File: src/rtl/popcount_arbiter_if.sv
// ---------------------------------------------------------------------------
// popcount_arbiter_if : requester-side bus of the shared popcount arbiter
// Revision 1.0
// ---------------------------------------------------------------------------
`default_nettype none

interface popcount_arbiter_if #(
  parameter int NUM_REQ = 4,
  parameter int DATA_W  = 32,
  parameter int CNT_W   = 6,
  parameter int ID_W    = 2
);
  logic [NUM_REQ-1:0]        req;
  logic [NUM_REQ*DATA_W-1:0] req_data;
  logic [NUM_REQ-1:0]        grant;
  logic                      busy;
  logic [CNT_W-1:0]          result;
  logic                      result_valid;
  logic [ID_W-1:0]           result_id;

  modport master (
    output req, req_data,
    input  grant, busy, result, result_valid, result_id
  );

  modport slave (
    input  req, req_data,
    output grant, busy, result, result_valid, result_id
  );
endinterface

`default_nettype wire

File: src/rtl/popcount_arbiter.sv
// ---------------------------------------------------------------------------
// popcount_arbiter : round-robin shared byte-serial ones counter
// Revision 1.0
// ---------------------------------------------------------------------------
`default_nettype none

module popcount_arbiter #(
  parameter int NUM_REQ = 4,
  parameter int DATA_W  = 32,
  parameter int CNT_W   = 6,
  parameter int ID_W    = 2
) (
  input  logic                clk,
  input  logic                rst_n,
  popcount_arbiter_if.slave   bus
);

  localparam int CHUNKS  = DATA_W / 8;
  localparam int CHUNK_W = (CHUNKS > 1) ? $clog2(CHUNKS) : 1;

  localparam logic [1:0] ST_IDLE  = 2'd0;
  localparam logic [1:0] ST_COUNT = 2'd1;
  localparam logic [1:0] ST_DONE  = 2'd2;

  logic [1:0]         state_q, state_d;
  logic [ID_W-1:0]    last_id_q, last_id_d;
  logic [DATA_W-1:0]  shift_q, shift_d;
  logic [CNT_W-1:0]   acc_q, acc_d;
  logic [CHUNK_W-1:0] chunk_q, chunk_d;
  logic [NUM_REQ-1:0] grant_q, grant_d;
  logic               busy_q, busy_d;
  logic [CNT_W-1:0]   result_q, result_d;
  logic               result_valid_q, result_valid_d;
  logic [ID_W-1:0]    result_id_q, result_id_d;

  logic               win_found;
  logic [ID_W-1:0]    win_id;
  logic [ID_W-1:0]    cand;
  logic [CNT_W-1:0]   acc_sum;

  function automatic logic [3:0] pop8(input logic [7:0] b);
    logic [3:0] n;
    n = 4'd0;
    for (int i = 0; i < 8; i++) begin
      n = n + {3'b000, b[i]};
    end
    return n;
  endfunction

  // Search starts one past the last winner so every held request is reached
  // within NUM_REQ grants.
  always_comb begin
    win_found = 1'b0;
    win_id    = '0;
    cand      = '0;
    for (int k = 1; k <= NUM_REQ; k++) begin
      cand = ID_W'((int'(last_id_q) + k) % NUM_REQ);
      if (!win_found && bus.req[cand]) begin
        win_found = 1'b1;
        win_id    = cand;
      end
    end
  end

  assign acc_sum = acc_q + CNT_W'(pop8(shift_q[7:0]));

  always_comb begin
    state_d        = state_q;
    last_id_d      = last_id_q;
    shift_d        = shift_q;
    acc_d          = acc_q;
    chunk_d        = chunk_q;
    grant_d        = '0;
    busy_d         = busy_q;
    result_d       = result_q;
    result_valid_d = 1'b0;
    result_id_d    = result_id_q;

    case (state_q)
      ST_IDLE: begin
        if (win_found) begin
          shift_d   = bus.req_data[int'(win_id)*DATA_W +: DATA_W];
          acc_d     = '0;
          chunk_d   = '0;
          last_id_d = win_id;
          grant_d   = NUM_REQ'(1) << win_id;
          busy_d    = 1'b1;
          state_d   = ST_COUNT;
        end
      end
      ST_COUNT: begin
        acc_d   = acc_sum;
        shift_d = shift_q >> 8;
        chunk_d = chunk_q + CHUNK_W'(1);
        if (chunk_q == CHUNK_W'(CHUNKS - 1)) begin
          result_d       = acc_sum;
          result_id_d    = last_id_q;
          result_valid_d = 1'b1;
          state_d        = ST_DONE;
        end
      end
      ST_DONE: begin
        busy_d  = 1'b0;
        state_d = ST_IDLE;
      end
      default: begin
        busy_d  = 1'b0;
        state_d = ST_IDLE;
      end
    endcase
  end

  always_ff @(posedge clk or negedge rst_n) begin
    if (!rst_n) begin
      state_q        <= ST_IDLE;
      last_id_q      <= ID_W'(NUM_REQ - 1);
      shift_q        <= '0;
      acc_q          <= '0;
      chunk_q        <= '0;
      grant_q        <= '0;
      busy_q         <= 1'b0;
      result_q       <= '0;
      result_valid_q <= 1'b0;
      result_id_q    <= '0;
    end else begin
      state_q        <= state_d;
      last_id_q      <= last_id_d;
      shift_q        <= shift_d;
      acc_q          <= acc_d;
      chunk_q        <= chunk_d;
      grant_q        <= grant_d;
      busy_q         <= busy_d;
      result_q       <= result_d;
      result_valid_q <= result_valid_d;
      result_id_q    <= result_id_d;
    end
  end

  assign bus.grant        = grant_q;
  assign bus.busy         = busy_q;
  assign bus.result       = result_q;
  assign bus.result_valid = result_valid_q;
  assign bus.result_id    = result_id_q;

endmodule

`default_nettype wire

File: src/flat_wrapper.sv
// flat-port wrapper written by rule: the top's interface ports become plain ports
module popcount_arbiter_flat 
#(
  parameter int NUM_REQ = 4,
  parameter int DATA_W  = 32,
  parameter int CNT_W   = 6,
  parameter int ID_W    = 2
)
  (clk, rst_n, bus_req, bus_req_data, bus_grant, bus_busy, bus_result, bus_result_valid, bus_result_id);
  popcount_arbiter_if #(.NUM_REQ(NUM_REQ), .DATA_W(DATA_W), .CNT_W(CNT_W), .ID_W(ID_W)) bus_i ();
  input  logic clk;
  input  logic rst_n;
  input wire logic [$bits(bus_i.req)-1:0] bus_req;
  input wire logic [$bits(bus_i.req_data)-1:0] bus_req_data;
  output wire logic [$bits(bus_i.grant)-1:0] bus_grant;
  output wire logic [$bits(bus_i.busy)-1:0] bus_busy;
  output wire logic [$bits(bus_i.result)-1:0] bus_result;
  output wire logic [$bits(bus_i.result_valid)-1:0] bus_result_valid;
  output wire logic [$bits(bus_i.result_id)-1:0] bus_result_id;
  assign bus_i.req = bus_req;
  assign bus_i.req_data = bus_req_data;
  assign bus_grant = bus_i.grant;
  assign bus_busy = bus_i.busy;
  assign bus_result = bus_i.result;
  assign bus_result_valid = bus_i.result_valid;
  assign bus_result_id = bus_i.result_id;
  popcount_arbiter #(.NUM_REQ(NUM_REQ), .DATA_W(DATA_W), .CNT_W(CNT_W), .ID_W(ID_W)) u_core (.clk(clk), .rst_n(rst_n), .bus(bus_i));
endmodule
File: config.mk
export PLATFORM = sky130hd
export DESIGN_NAME = popcount_arbiter_flat
export DESIGN_NICKNAME = d
export VERILOG_FILES = /design/src/rtl/popcount_arbiter_if.sv /design/src/rtl/popcount_arbiter.sv /design/src/flat_wrapper.sv
export SDC_FILE = /design/constraint.sdc
export NUM_CORES = 1
export LEC_CHECK = 0
export CAP_MARGIN = 20
export CORE_UTILIZATION = 40
export DETAILED_ROUTE_END_ITERATION = 8
export PLACE_DENSITY = 0.75
export SYNTH_ARGS = -nofsm -noshare
export SYNTH_HDL_FRONTEND = slang
export SYNTH_SLANG_ARGS = --single-unit
File: constraint.sdc
create_clock -name clk -period 11.1 [get_ports clk]
set_clock_uncertainty 0.15 [all_clocks]
set_input_delay 1.11 -clock clk [delete_from_list [all_inputs] [get_ports clk]]
set_output_delay 1.11 -clock clk [all_outputs]
set_load 0.02 [all_outputs]
### After elaboration in Yosys (flattened, before gate mapping)

Index checks and enable logic that the tools add are counted.

| word-level totals | value |
|---|---|
| flip-flop bits (word level) | 58 |
| bits of input ports | 134 |
| output and inout bits | 14 |

| operators by class | value |
|---|---|
| $add $sub $neg | 13 |
| magnitude comparators | 4 |
| equal/unequal tests | 4 |
| shift-type cells | 2 |
| multiplexer cells | 31 |
| bitwise operators | 1 |
| reduce and logical (&&, ||, !) cells | 13 |

Operator list:

| kind | count |
|---|---|
| 128-bit by 8-bit variable part select with 32-bit output | 1 |
| 32-bit one-hot mux with 2 select lines | 1 |
| 32-bit 2-to-1 mux | 1 |
| 4-bit by 1-bit adder with 4-bit output | 6 |
| 2-bit 2-to-1 mux | 7 |
| 2-bit by 3-bit < comparator with 1-bit output (second input constant) | 4 |
| 6-bit one-hot mux with 2 select lines | 1 |
| 1-bit 2-to-1 mux | 11 |
| 2-bit AND reduction | 5 |
| 1-bit binary-select mux with 2-bit select | 4 |
| 4-bit 2-to-1 mux | 2 |
| 2-bit one-hot mux with 2 select lines | 2 |
| 2-bit by 1-bit adder with 2-bit output (second input constant) | 3 |
| 6-bit by 4-bit adder with 6-bit output | 1 |
| 6-bit 2-to-1 mux | 1 |
| 2-bit adder (second input constant) | 2 |
| 2-bit by 1-bit != test with 1-bit output (second input constant) | 2 |
| 1-bit by 2-bit << shifter with 4-bit output (first input constant) | 1 |
| 1-bit logical AND | 3 |
| 1-bit logical NOT | 3 |
| 1-bit by 1-bit adder with 2-bit output | 1 |
| 2-bit by 1-bit == test with 1-bit output (second input constant) | 1 |
| 2-bit == test (second input constant) | 1 |
| 2-bit logical NOT | 1 |
| other kinds (3) | 3 |

### Depth between registers and ports, before layout

| logic depth | value |
|---|---|
| depth in word-level cells | 16 |
| depth in mapped cells | 14 |

### Worst setup path after synthesis

Ideal clock, no wire load.

| path | value |
|---|---|
| path kind | flip-flop to flip-flop |
| start point | register u_core.shift_q[0] |
| end point | register u_core.acc_q[4] |
| data arrival time | 3482 ps |
| required time | 10814 ps |
| setup slack | 7333 ps |
| stages on the path, launching flop included | 13 |
| path through | dfrtp_1 ha_1 inv_1 fa_1 fa_1 fa_1 fa_1 inv_1 fa_1 a21o_1 a21oi_1 xor2_1 o21ai_0 |

| between the ends | value |
|---|---|
| word-level cells in the longest chain between the ends | 9 |

Ends and longest elaborated chain:

| element | RTL line | source |
|---|---|---|
| start, declared | popcount_arbiter.sv:27 | `logic [DATA_W-1:0] shift_q, shift_d;` |
| start signal, assigned | popcount_arbiter.sv:128 | `shift_q <= shift_d;` |
| 1-bit by 1-bit adder with 2-bit output | popcount_arbiter.sv:45 | `n = n + {3'b000, b[i]};` |
| 4-bit by 1-bit adder with 4-bit output (6 in series) | popcount_arbiter.sv:45 |  |
| 6-bit by 4-bit adder with 6-bit output | popcount_arbiter.sv:65 | `assign acc_sum = acc_q + CNT_W'(pop8(shift_q[7:0]));` |
| 6-bit one-hot mux with 2 select lines | popcount_arbiter.sv:79 | `case (state_q)` |
| end signal, assigned | popcount_arbiter.sv:118 | `acc_q <= '0;` |
| end signal, assigned | popcount_arbiter.sv:129 | `acc_q <= acc_d;` |
| end, declared | popcount_arbiter.sv:28 | `logic [CNT_W-1:0] acc_q, acc_d;` |

No other way between the ends.
A chain may end at the register's enable or synchronous reset.

### Final worst setup path

Same ends and word-level chain as after synthesis.

==> run_results.csv <==
group,metric,value,unit
cells_and_area,finish.utilization,60.1,%
critical_path,path_common_cell,"fa_1",
clocking,cts_buffer_depth,2,
sta,worst_pin_slew,1.04,ns
clocking,post_cts_buffers,0,
clocking,cts-root-buf,"clkbuf_8",
power,power_density,265,mW/mm^2
flow_run,maxCapViolCount,0,
detailed_routing,avgViaCountPerCell,5.38,
detailed_routing,drt-initial-drc-count,131,
synthesis,yosys-top-cells-area,"dfrtp_1 39%, mux2i_1 14%, o221ai_1 5.5%",
synthesis,yosysWarnings,0,
critical_path,reg2regPathDepth,12,
synthesis,synth_cell_types,42,
critical_path,r2r_slack,7.12,ns
detailed_routing,route.detailed.drc,0,
critical_path,cp-end-kind,"register",
floorplan,io_pins,148,
synthesis,synth_edf_count,0,
critical_path,path_cells,"ha_1 > inv_1 > fa_1 > fa_1 > fa_1 > fa_1 > inv_1 > fa_1 > a21o_1 > a21oi_1 > xor2_1 > o21ai_0",
clocking,cts_tree,"yes",
global_routing,grt_usage,21.5,%
synthesis,synthCells,337,
place,placedCellCount,570,
detailed_routing,post_drt_wl_per_cell,16.6,um
sta,hold_ws,0.330,ns
sta,rsz0062_at_grt,"no",
synthesis,synth_top_cell_by_area,"dfrtp_1",
place,preCtsSetupSlack,7.12,ns
synthesis,ys_seq_area_share,40.1,%
clocking,clk_pin_slew_worst_paths,0.06,ns
critical_path,regToRegStartpoint,"u_core.shift_q[0]",
sta,relSlewSlack,30.5,%
floorplan,die_w,97.3,um
floorplan,dieArea,0.00946,mm^2
power,internal_power,0.800,mW
synthesis,syn-cell-area,0.00363,mm^2
floorplan,die_y,97.3,um
sta,fmax,251,MHz
power,clkPwrFrac,12.3,%
hold_path,worstHoldEndpoint,"u_core.bus.result[3]",
clocking,cts_resized,0,
power,p_seq_share,27.0,%
synthesis,yosys.cell_count.top_type,"dfrtp_1",
cells_and_area,final_layout_size_suffix_gt1_share,9.00,%
hold_path,hold_class,"register to register",
sta,setup_violations,0,
sta,report.final.slew_viol_count,0,
power,p_leak,2.38,nW
detailed_routing,antenna_left,0,
sta,finalCriticalPeriod,3.98,ns
critical_path,critical_path_class,"register to register",
synthesis,ys.flop_type,"dfrtp_1",
critical_path,cp_slowest_cell,"fa_1",
power,swShare,42.6,%
clocking,cts_max_level,3,
synthesis,synth_nets,484,
detailed_routing,dr_total_vias,3150,
place,place_hpwl,7060,um
power,max-vdd-ir-drop,0.131,mV
clocking,cts.sinks,58,
cells_and_area,fin_nets,621,
synthesis,synth-seq-cells,58,
power,combPwrFrac,60.7,%
detailed_routing,dr.pass1.iters,5,
synthesis,syn_avg_cell_area,10.8,um^2
clocking,ctsHoldBuffers,0,
critical_path,r2r-end,"u_core.acc_q[4]",
synthesis,synth_common_cells,"56 x dfrtp_1, 51 x mux2i_1, 32 x inv_1",
critical_path,worstSetupStartpointType,"register",
clocking,clk_latency,0.33,ns
detailed_routing,drt-total-wl,9700,um
floorplan,start_util,41.4,%
place,io_buffers,147,
cells_and_area,diodes,0,
synthesis,async_reset_ff_share,100,%
critical_path,worstPathArrival,4.03,ns
global_routing,grt_pass1_wl,16100,um
floorplan,row_count,34,
cells_and_area,syn2layout_area_growth,45.1,%
critical_path,worst_path_largest_cell_delay,0.51,ns
clocking,cts_buffers,9,
floorplan,coreArea,0.00876,mm^2
place,gp_congestion,0.785,
sta,finalHoldViolations,0,
critical_path,required,11.15,ns
global_routing,grt-ovfl-total,0,
cells_and_area,final_cells,586,
sta,setup_ws,7.12,ns
global_routing,antenna_found_initial,0,
synthesis,netlist.area_leader.share,38.6,%
sta,period_share,35.9,%
hold_path,whs_path_depth,2,
hold_path,hp-start,"u_core.bus.result[3]",
status,status,"completed",
sta,finalSetupTns,0,ns
global_routing,grt_pass1_vias,3271,
global_routing,grt_max_degree,59,
critical_path,crit_fanout,2,
power,power.switching,0.595,mW
-- worst max path at each step --
stage	startpoint	endpoint	cells past startpoint
2_1_floorplan	u_core.shift_q[0]	u_core.acc_q[4]	12
3_3_place_gp	u_core.shift_q[0]	u_core.bus.result[4]	12
3_5_place_dp	u_core.shift_q[0]	u_core.acc_q[4]	12
4_1_cts	u_core.shift_q[0]	u_core.acc_q[4]	12
5_1_grt	u_core.shift_q[0]	u_core.acc_q[4]	12
6_report	u_core.shift_q[0]	u_core.acc_q[4]	12
-- cell usage in the layout (no fill, tap or decap), types with 7 or more instances in the layout --
master and instances:
o221ai_1 23, clkdlybuf4s50_1 146, ha_1 8, inv_1 32, a22oi_1 12, nand2_1 26, nor2_1 7, mux2i_1 51
clkbuf_8 11, a22o_1 15, o21ai_0 10, o221ai_2 9, dfrtp_1 56, a31oi_1 14
-- metrics by stage --
step | total power, mW | area (um^2)
after CTS | 1.39 | 5250
after detailed placement | 1.22 | 5080
after floorplan | 0.997 | 3630
final | 1.40 | 5270
after global placement | 1.18 | 5080
after global routing | 1.53 | 5270
-- power by group through the flow --
stage | Clock (mW) | Combinational (mW) | Sequential, mW
final | 0.171 | 0.847 | 0.377
after global routing | 0.185 | 0.953 | 0.389
after CTS | 0.175 | 0.842 | 0.377
after detailed placement | 0 | 0.837 | 0.380
after global placement | 0 | 0.801 | 0.377
after floorplan | 0 | 0.613 | 0.384
-- metal layers --
metal	vias up	share of wire (%)	global-route usage, %
li1	1526	-	-
met5	-	0	0
met2	132	48	36.0
met3	16	7.0	4.89
met1	1476	42	27.0
met4	0	2.6	8.37
-- area by class of cell --
cell class,instances,area [um^2]
inverter,34,128
clock inverter,3,15.0
clock buffer,12,155
timing repair buffer,151,1500
tap,108,135
sequential,58,1450
fill,764,3500
multi-input combinational,220,1870
-- critical path: cells and delay by family (launching register included) --
kind / cells / cell delay (ns)
xor+xnor: 1 / 0.18
flops: 1 / 0.39
fa+ha+maj: 6 / 2.60
compound gates: 3 / 0.45
buf+inv: 2 / 0.11
-- state kept, by name, indices dropped and copies added, names as in the netlist, 2 cells and up --
register and flops:
u_core.shift_q 32, u_core.acc_q 6, u_core.bus.result 6, u_core.state_q 2
u_core.last_id_q 2, u_core.chunk_q 2, u_core.bus.grant 4, u_core.bus.result_id 2
-- kinds of logic (layout without fill, tap and decap cells) --
family	after synthesis	in the layout	synth area share, %
flip-flops	58	58	40.1
AND/OR/NAND/NOR	49	49	6.76
buffers and inverters	59	200	8.58
multiplexers	55	55	15.3
XOR/XNOR	5	5	1.21
adder cells (fa/ha/maj)	13	13	5.52
AO/OA/AOI/OAI	98	98	22.6
(Power assumes the default switching activity.)
